`config.mk`:
```
export PLATFORM = sky130hd
export DESIGN_NAME = mc_ctrl_fsm
export DESIGN_NICKNAME = d
export VERILOG_FILES = /design/src/rtl/mc_ctrl_fsm.sv
export SDC_FILE = /design/constraint.sdc
export NUM_CORES = 1
export LEC_CHECK = 0
export ABC_AREA = 1
export CORE_AREA = 2 2 84 118
export DETAILED_ROUTE_END_ITERATION = 8
export DIE_AREA = 0 0 86 120
export HOLD_SLACK_MARGIN = 0.06
export PLACE_DENSITY = 0.68
export SYNTH_ARGS = -nofsm -noshare
export SYNTH_HDL_FRONTEND = slang
export SYNTH_SLANG_ARGS = --single-unit
```
`constraint.sdc`:
```
create_clock -name clk -period 2.9 [get_ports clk]
set_clock_uncertainty 0.15 [all_clocks]
set_input_delay 0.58 -clock clk [delete_from_list [all_inputs] [get_ports clk]]
set_output_delay 0.58 -clock clk [all_outputs]
set_load 0.01 [all_outputs]
```
`src/rtl/mc_ctrl_fsm.sv`:
```
// mc_ctrl_fsm: multi-cycle MIPS control sequencer.
// Steps each instruction through FETCH/DECODE/EXEC/MEM/WB, drives every datapath
// enable and mux select, waits on the data-memory handshake with a timeout,
// and counts retired instructions.
module mc_ctrl_fsm #(
    parameter int unsigned MEM_TIMEOUT = 15,
    parameter int unsigned CNT_W       = 32
) (
    input  logic             clk,
    input  logic             reset,
    input  logic [5:0]       opcode,
    input  logic [5:0]       funct,
    input  logic             zero,
    input  logic             dm_ready,
    output logic             pc_we,
    output logic [1:0]       pc_sel,
    output logic             ir_we,
    output logic             reg_we,
    output logic [1:0]       reg_dst,
    output logic [1:0]       wb_sel,
    output logic             dm_re,
    output logic             dm_we,
    output logic [2:0]       state,
    output logic             instr_done,
    output logic [CNT_W-1:0] instr_cnt,
    output logic             err
);

    typedef enum logic [2:0] {
        StFetch  = 3'd0,
        StDecode = 3'd1,
        StExec   = 3'd2,
        StMem    = 3'd3,
        StWb     = 3'd4,
        StErr    = 3'd7
    } state_e;

    // Opcode / funct encodings
    localparam logic [5:0] OpRtype = 6'h00;
    localparam logic [5:0] OpJ     = 6'h02;
    localparam logic [5:0] OpJal   = 6'h03;
    localparam logic [5:0] OpBeq   = 6'h04;
    localparam logic [5:0] OpOri   = 6'h0d;
    localparam logic [5:0] OpLui   = 6'h0f;
    localparam logic [5:0] OpLw    = 6'h23;
    localparam logic [5:0] OpSw    = 6'h2b;
    localparam logic [5:0] FnJr    = 6'h08;
    localparam logic [5:0] FnAddu  = 6'h21;
    localparam logic [5:0] FnSubu  = 6'h23;

    // Mux select encodings
    localparam logic [1:0] PcSeq    = 2'b00;
    localparam logic [1:0] PcBranch = 2'b01;
    localparam logic [1:0] PcJump   = 2'b10;
    localparam logic [1:0] PcReg    = 2'b11;
    localparam logic [1:0] DstRd    = 2'b00;
    localparam logic [1:0] DstRt    = 2'b01;
    localparam logic [1:0] DstRa    = 2'b10;
    localparam logic [1:0] WbAlu    = 2'b00;
    localparam logic [1:0] WbMem    = 2'b01;
    localparam logic [1:0] WbPc     = 2'b10;

    localparam logic [7:0] TimeoutVal = 8'(MEM_TIMEOUT);

    state_e           r_state;
    state_e           w_state_d;
    logic [7:0]       r_wait_cnt;
    logic [7:0]       w_wait_cnt_d;
    logic [CNT_W-1:0] r_instr_cnt;
    logic             r_err;

    logic w_is_rtype;
    logic w_is_alu_r;
    logic w_is_imm;
    logic w_is_jr;
    logic w_is_lw;
    logic w_is_sw;
    logic w_is_mem;
    logic w_is_alu;

    // Instruction class decode from the IR fields
    always_comb begin
        w_is_rtype = (opcode == OpRtype);
        w_is_alu_r = w_is_rtype && ((funct == FnAddu) || (funct == FnSubu));
        w_is_jr    = w_is_rtype && (funct == FnJr);
        w_is_imm   = (opcode == OpOri) || (opcode == OpLui);
        w_is_lw    = (opcode == OpLw);
        w_is_sw    = (opcode == OpSw);
        w_is_mem   = w_is_lw || w_is_sw;
        w_is_alu   = w_is_alu_r || w_is_imm;
    end

    // State, wait counter, retire counter and sticky error flag
    always_ff @(posedge clk or posedge reset) begin
        if (reset) begin
            r_state     <= StFetch;
            r_wait_cnt  <= 8'd0;
            r_instr_cnt <= '0;
            r_err       <= 1'b0;
        end else begin
            r_state    <= w_state_d;
            r_wait_cnt <= w_wait_cnt_d;
            if (instr_done) begin
                r_instr_cnt <= r_instr_cnt + CNT_W'(1);
            end
            if (w_state_d == StErr) begin
                r_err <= 1'b1;
            end
        end
    end

    // Next-state and datapath control decode
    always_comb begin
        w_state_d    = r_state;
        w_wait_cnt_d = r_wait_cnt;
        pc_we        = 1'b0;
        pc_sel       = PcSeq;
        ir_we        = 1'b0;
        reg_we       = 1'b0;
        reg_dst      = DstRd;
        wb_sel       = WbAlu;
        dm_re        = 1'b0;
        dm_we        = 1'b0;
        instr_done   = 1'b0;

        case (r_state)
            StFetch: begin
                ir_we     = 1'b1;
                pc_we     = 1'b1;
                pc_sel    = PcSeq;
                w_state_d = StDecode;
            end

            StDecode: begin
                w_state_d = StExec;
            end

            StExec: begin
                if (w_is_alu) begin
                    w_state_d = StWb;
                end else if (w_is_mem) begin
                    w_state_d    = StMem;
                    w_wait_cnt_d = 8'd0;
                end else begin
                    // Control-flow ops and unknown encodings retire here
                    w_state_d  = StFetch;
                    instr_done = 1'b1;
                    if (opcode == OpBeq) begin
                        pc_sel = PcBranch;
                        pc_we  = zero;
                    end else if (opcode == OpJ) begin
                        pc_sel = PcJump;
                        pc_we  = 1'b1;
                    end else if (opcode == OpJal) begin
                        pc_sel  = PcJump;
                        pc_we   = 1'b1;
                        reg_we  = 1'b1;
                        reg_dst = DstRa;
                        wb_sel  = WbPc;
                    end else if (w_is_jr) begin
                        pc_sel = PcReg;
                        pc_we  = 1'b1;
                    end
                end
            end

            StMem: begin
                dm_re = w_is_lw;
                dm_we = w_is_sw;
                if (!w_is_mem) begin
                    // IR changed under us; nothing to wait for
                    w_state_d  = StFetch;
                    instr_done = 1'b1;
                end else if (dm_ready) begin
                    if (w_is_lw) begin
                        w_state_d = StWb;
                    end else begin
                        w_state_d  = StFetch;
                        instr_done = 1'b1;
                    end
                end else if (r_wait_cnt == TimeoutVal) begin
                    w_state_d = StErr;
                end else begin
                    w_wait_cnt_d = r_wait_cnt + 8'd1;
                end
            end

            StWb: begin
                reg_we     = 1'b1;
                w_state_d  = StFetch;
                instr_done = 1'b1;
                if (w_is_lw) begin
                    reg_dst = DstRt;
                    wb_sel  = WbMem;
                end else if (w_is_imm) begin
                    reg_dst = DstRt;
                    wb_sel  = WbAlu;
                end else begin
                    reg_dst = DstRd;
                    wb_sel  = WbAlu;
                end
            end

            StErr: begin
                w_state_d = StErr;
            end

            default: begin
                // Unused encodings fall back to a fresh fetch
                w_state_d = StFetch;
            end
        endcase
    end

    // Registered status outputs
    always_comb begin
        state     = r_state;
        instr_cnt = r_instr_cnt;
        err       = r_err;
    end

endmodule

```
==> impl_metrics.ini <==
[outcome]
outcome = finished, final reports clean

[hold_path]
hold-path-endpoint = err
hold_class = reg -> reg
hp-start = err
holdPathStages = 2

[timing]
slew_headroom_pct = 53.68
finalCritPeriodShare_pct = 97.55
tightest_slew_ns = 0.6906
timing.hold.ws_ns = 0.3211
finalCriticalPeriod_ns = 2.829
max_freq_mhz = 353.5
setup_tns_ns = 0
fin_ws_ns = 0.07103
finalHoldViolations = 0
slew_viol_final = 0
rsz0062_at_grt = no
setup_violations = 0

[synth]
postSynthCellCount = 482
yosys.area_share.simple_pct = 50.00
synth-compound-area-share_pct = 3.184
syn_area_um2 = 3183
ys.flop_type = dfrtp_1
synth-async-reset-ratio_pct = 100.0
synth.most_common_cell = nand2_1
yosysTopAreaCellShare_pct = 34.59
ys_types = 32
synth_fa_ha_area_share_pct = 0.7862
synthTopCellsByArea = dfrtp_1 35%, nand2_1 25%, nor2_1 8.5%, nand3_1 7.2%, xor2_1 3.9%
synth.avg_cell_area_um2 = 6.604
synth_seq_cells = 44
synth.area.mux_share_pct = 0
synthTopCellsByCount = 210 x nand2_1, 72 x nor2_1, 46 x nand3_1
synth-xor-area-share_pct = 5.228
synth_area_leader_cell = dfrtp_1
syn-num-nets = 500
synth_top_family_by_area = simple AND/OR/NAND/NOR gates
synth_edf_count = 0
yosys_warnings = 0
yosysSeqAreaShare_pct = 34.59

[placed_design]
io_buffers = 63
place_ws_ns = -0.2320
place.gp.congestion = 0.9068
placedCellCount = 664
dp_hpwl_um = 6551
dpl-instance-area_um2 = 4021

[floorplanning]
start_util_pct = 34.22
dieArea_um2 = 10320
die_height_um = 120
fp.coreArea_um2 = 9301
placementRows = 42
ios = 64
die_w_um = 86

[detailed_routing]
wl_met3_um = 286
wl_per_cell_um = 12.46
m1WireLength_um = 3297
via_per_inst = 4.879
ant_nets = 0
route.detailed.drc = 0
dr.pass1.iters = 5
wl_um = 8359
num_vias = 3274
highest_layer = met4
dr_wl_met2_um = 4497
drt_iter0_drc = 136

[clocking]
clk_latency_ns = 0.28
cts_setup_buffers = 0
root_buffer = clkbuf_16
clock_path_buffers = 2
cts_num_sinks = 44
holdBufCountCts = 0
h-tree-depth = 2
clk_pin_slew_ns = 0.06
numCtsBuffers = 5
cts_tree = built

[setup_path]
end_kind = primary output
startpoint_type = input pin
timing.rr.start = instr_cnt[0]
cpMostUsedCell = buf_4
slowest_stage = clkdlybuf4s50_1
reg2reg_to = instr_cnt[16]
cp.required_ns = 2.17
cpPeakStageDelay_ns = 0.53
cp.arrival_ns = 2.10
r2r_slack_ns = 0.92
crit_type = in -> out
crit_fanout = 4
reg2reg_depth = 8
crit_chain = clkdlybuf4s50_1 > buf_4 > nor2_2 > nand3_4 > nand4_4 > buf_4 > nor2_1 > clkdlybuf4s15_1

[pwr]
leakagePower_nw = 1.949
power_density_nw_per_um2 = 294.2
power_mw = 1.224
ir_worst_vdd_uv = 283.7

[grt]
grt_pass1_wl_um = 14520
grt.total_usage_pct = 17.11
antenna_found_initial = 0
grt_overflow_total = 0
grt_max_degree = 33
grt_pass1_vias = 3191

[finish]
fin_cells = 671
n_antenna_cell = 0
finalInstanceArea_um2 = 4159
utilization_pct = 44.71
post_route_cells_drive_above_1_share_pct = 9.091
nets = 579
syn_to_final_growth_pct = 30.66

[job]
cap_violations = 0
## how the worst max path moves through the flow
stage,from,to
final,opcode[4],pc_sel[0]
after global routing,opcode[4],instr_done
after CTS,opcode[4],pc_sel[0]
after detailed placement,opcode[3],pc_sel[0]
after global placement,opcode[3],reg_dst[1]
after floorplan,opcode[1],wb_sel[1]
## placed cells by master, fill, tap and decap left out, types with 2 or more instances in the layout
master           count
nand2_1            210
nor2_1              71
clkdlybuf4s50_1     50
nand3_1             46
dfrtp_1             44
inv_1               24
buf_4               19
nand3b_1            15
xor2_1              14
dlygate4sd2_1       11
nor2_4               5
o21ai_2              5
xnor2_1              5
clkbuf_16            5
o21ai_0              4
nor2_2               3
a21oi_1              3
inv_2                2
clkinv_1             2
or2_2                2
nor3_1               2
ha_1                 2
clkdlybuf4s15_1      2
## area by class of cell
type / instances / area [um2]
clock buffers: 6 / 128.9
well taps: 110 / 137.6
fillers: 961 / 5142
repair buffers: 83 / 779.5
inverters: 28 / 105.1
flip-flops and latches: 44 / 1101
clock inverters: 1 / 5.005
multi-input cells: 399 / 1902
## cells by family (layout without fill, tap and decap cells)
family | count (synthesis) | after routing
and+or+nand+nor | 363 | 363
DFF | 44 | 44
buffers and inverters | 39 | 118
xor gates and xnor gates | 19 | 19
AOI/OAI and AO/OA | 15 | 15
adders and majority gates | 2 | 2
## sequential cells by signal, indices dropped and copies added, names as in the netlist
name / flops
instr_cnt: 32
state: 3
err: 1
r_wait_cnt: 8
## layer usage
layer  track usage (%)  up-vias
met3             3.026       20
met1             18.74     1518
met5                 0        -
met2             31.59       67
met4             7.242        0
li1                  -     1669
## timing repair
action | in CTS | in global routing
setup endpoints to repair | 10 | 2
endpoints found under the hold margin | 0 | 0
gates resized for setup | 17 | 2
pin swaps | 2 | 0
## worst max-delay path: cells and delay by family
family        cells  cell delay, ns
buf+inv           4            1.10
simple gates      4            0.42
## power by group
group / switching, mW / internal, mW / total [mW] / leakage, nW
clock network: 0.230 / 0.313 / 0.543 / 0.0667
registers: 0 / 0.614 / 0.614 / 0.568
logic: 0.0333 / 0.0331 / 0.0664 / 1.31
Note: power is estimated with default switching activity, not from simulation.
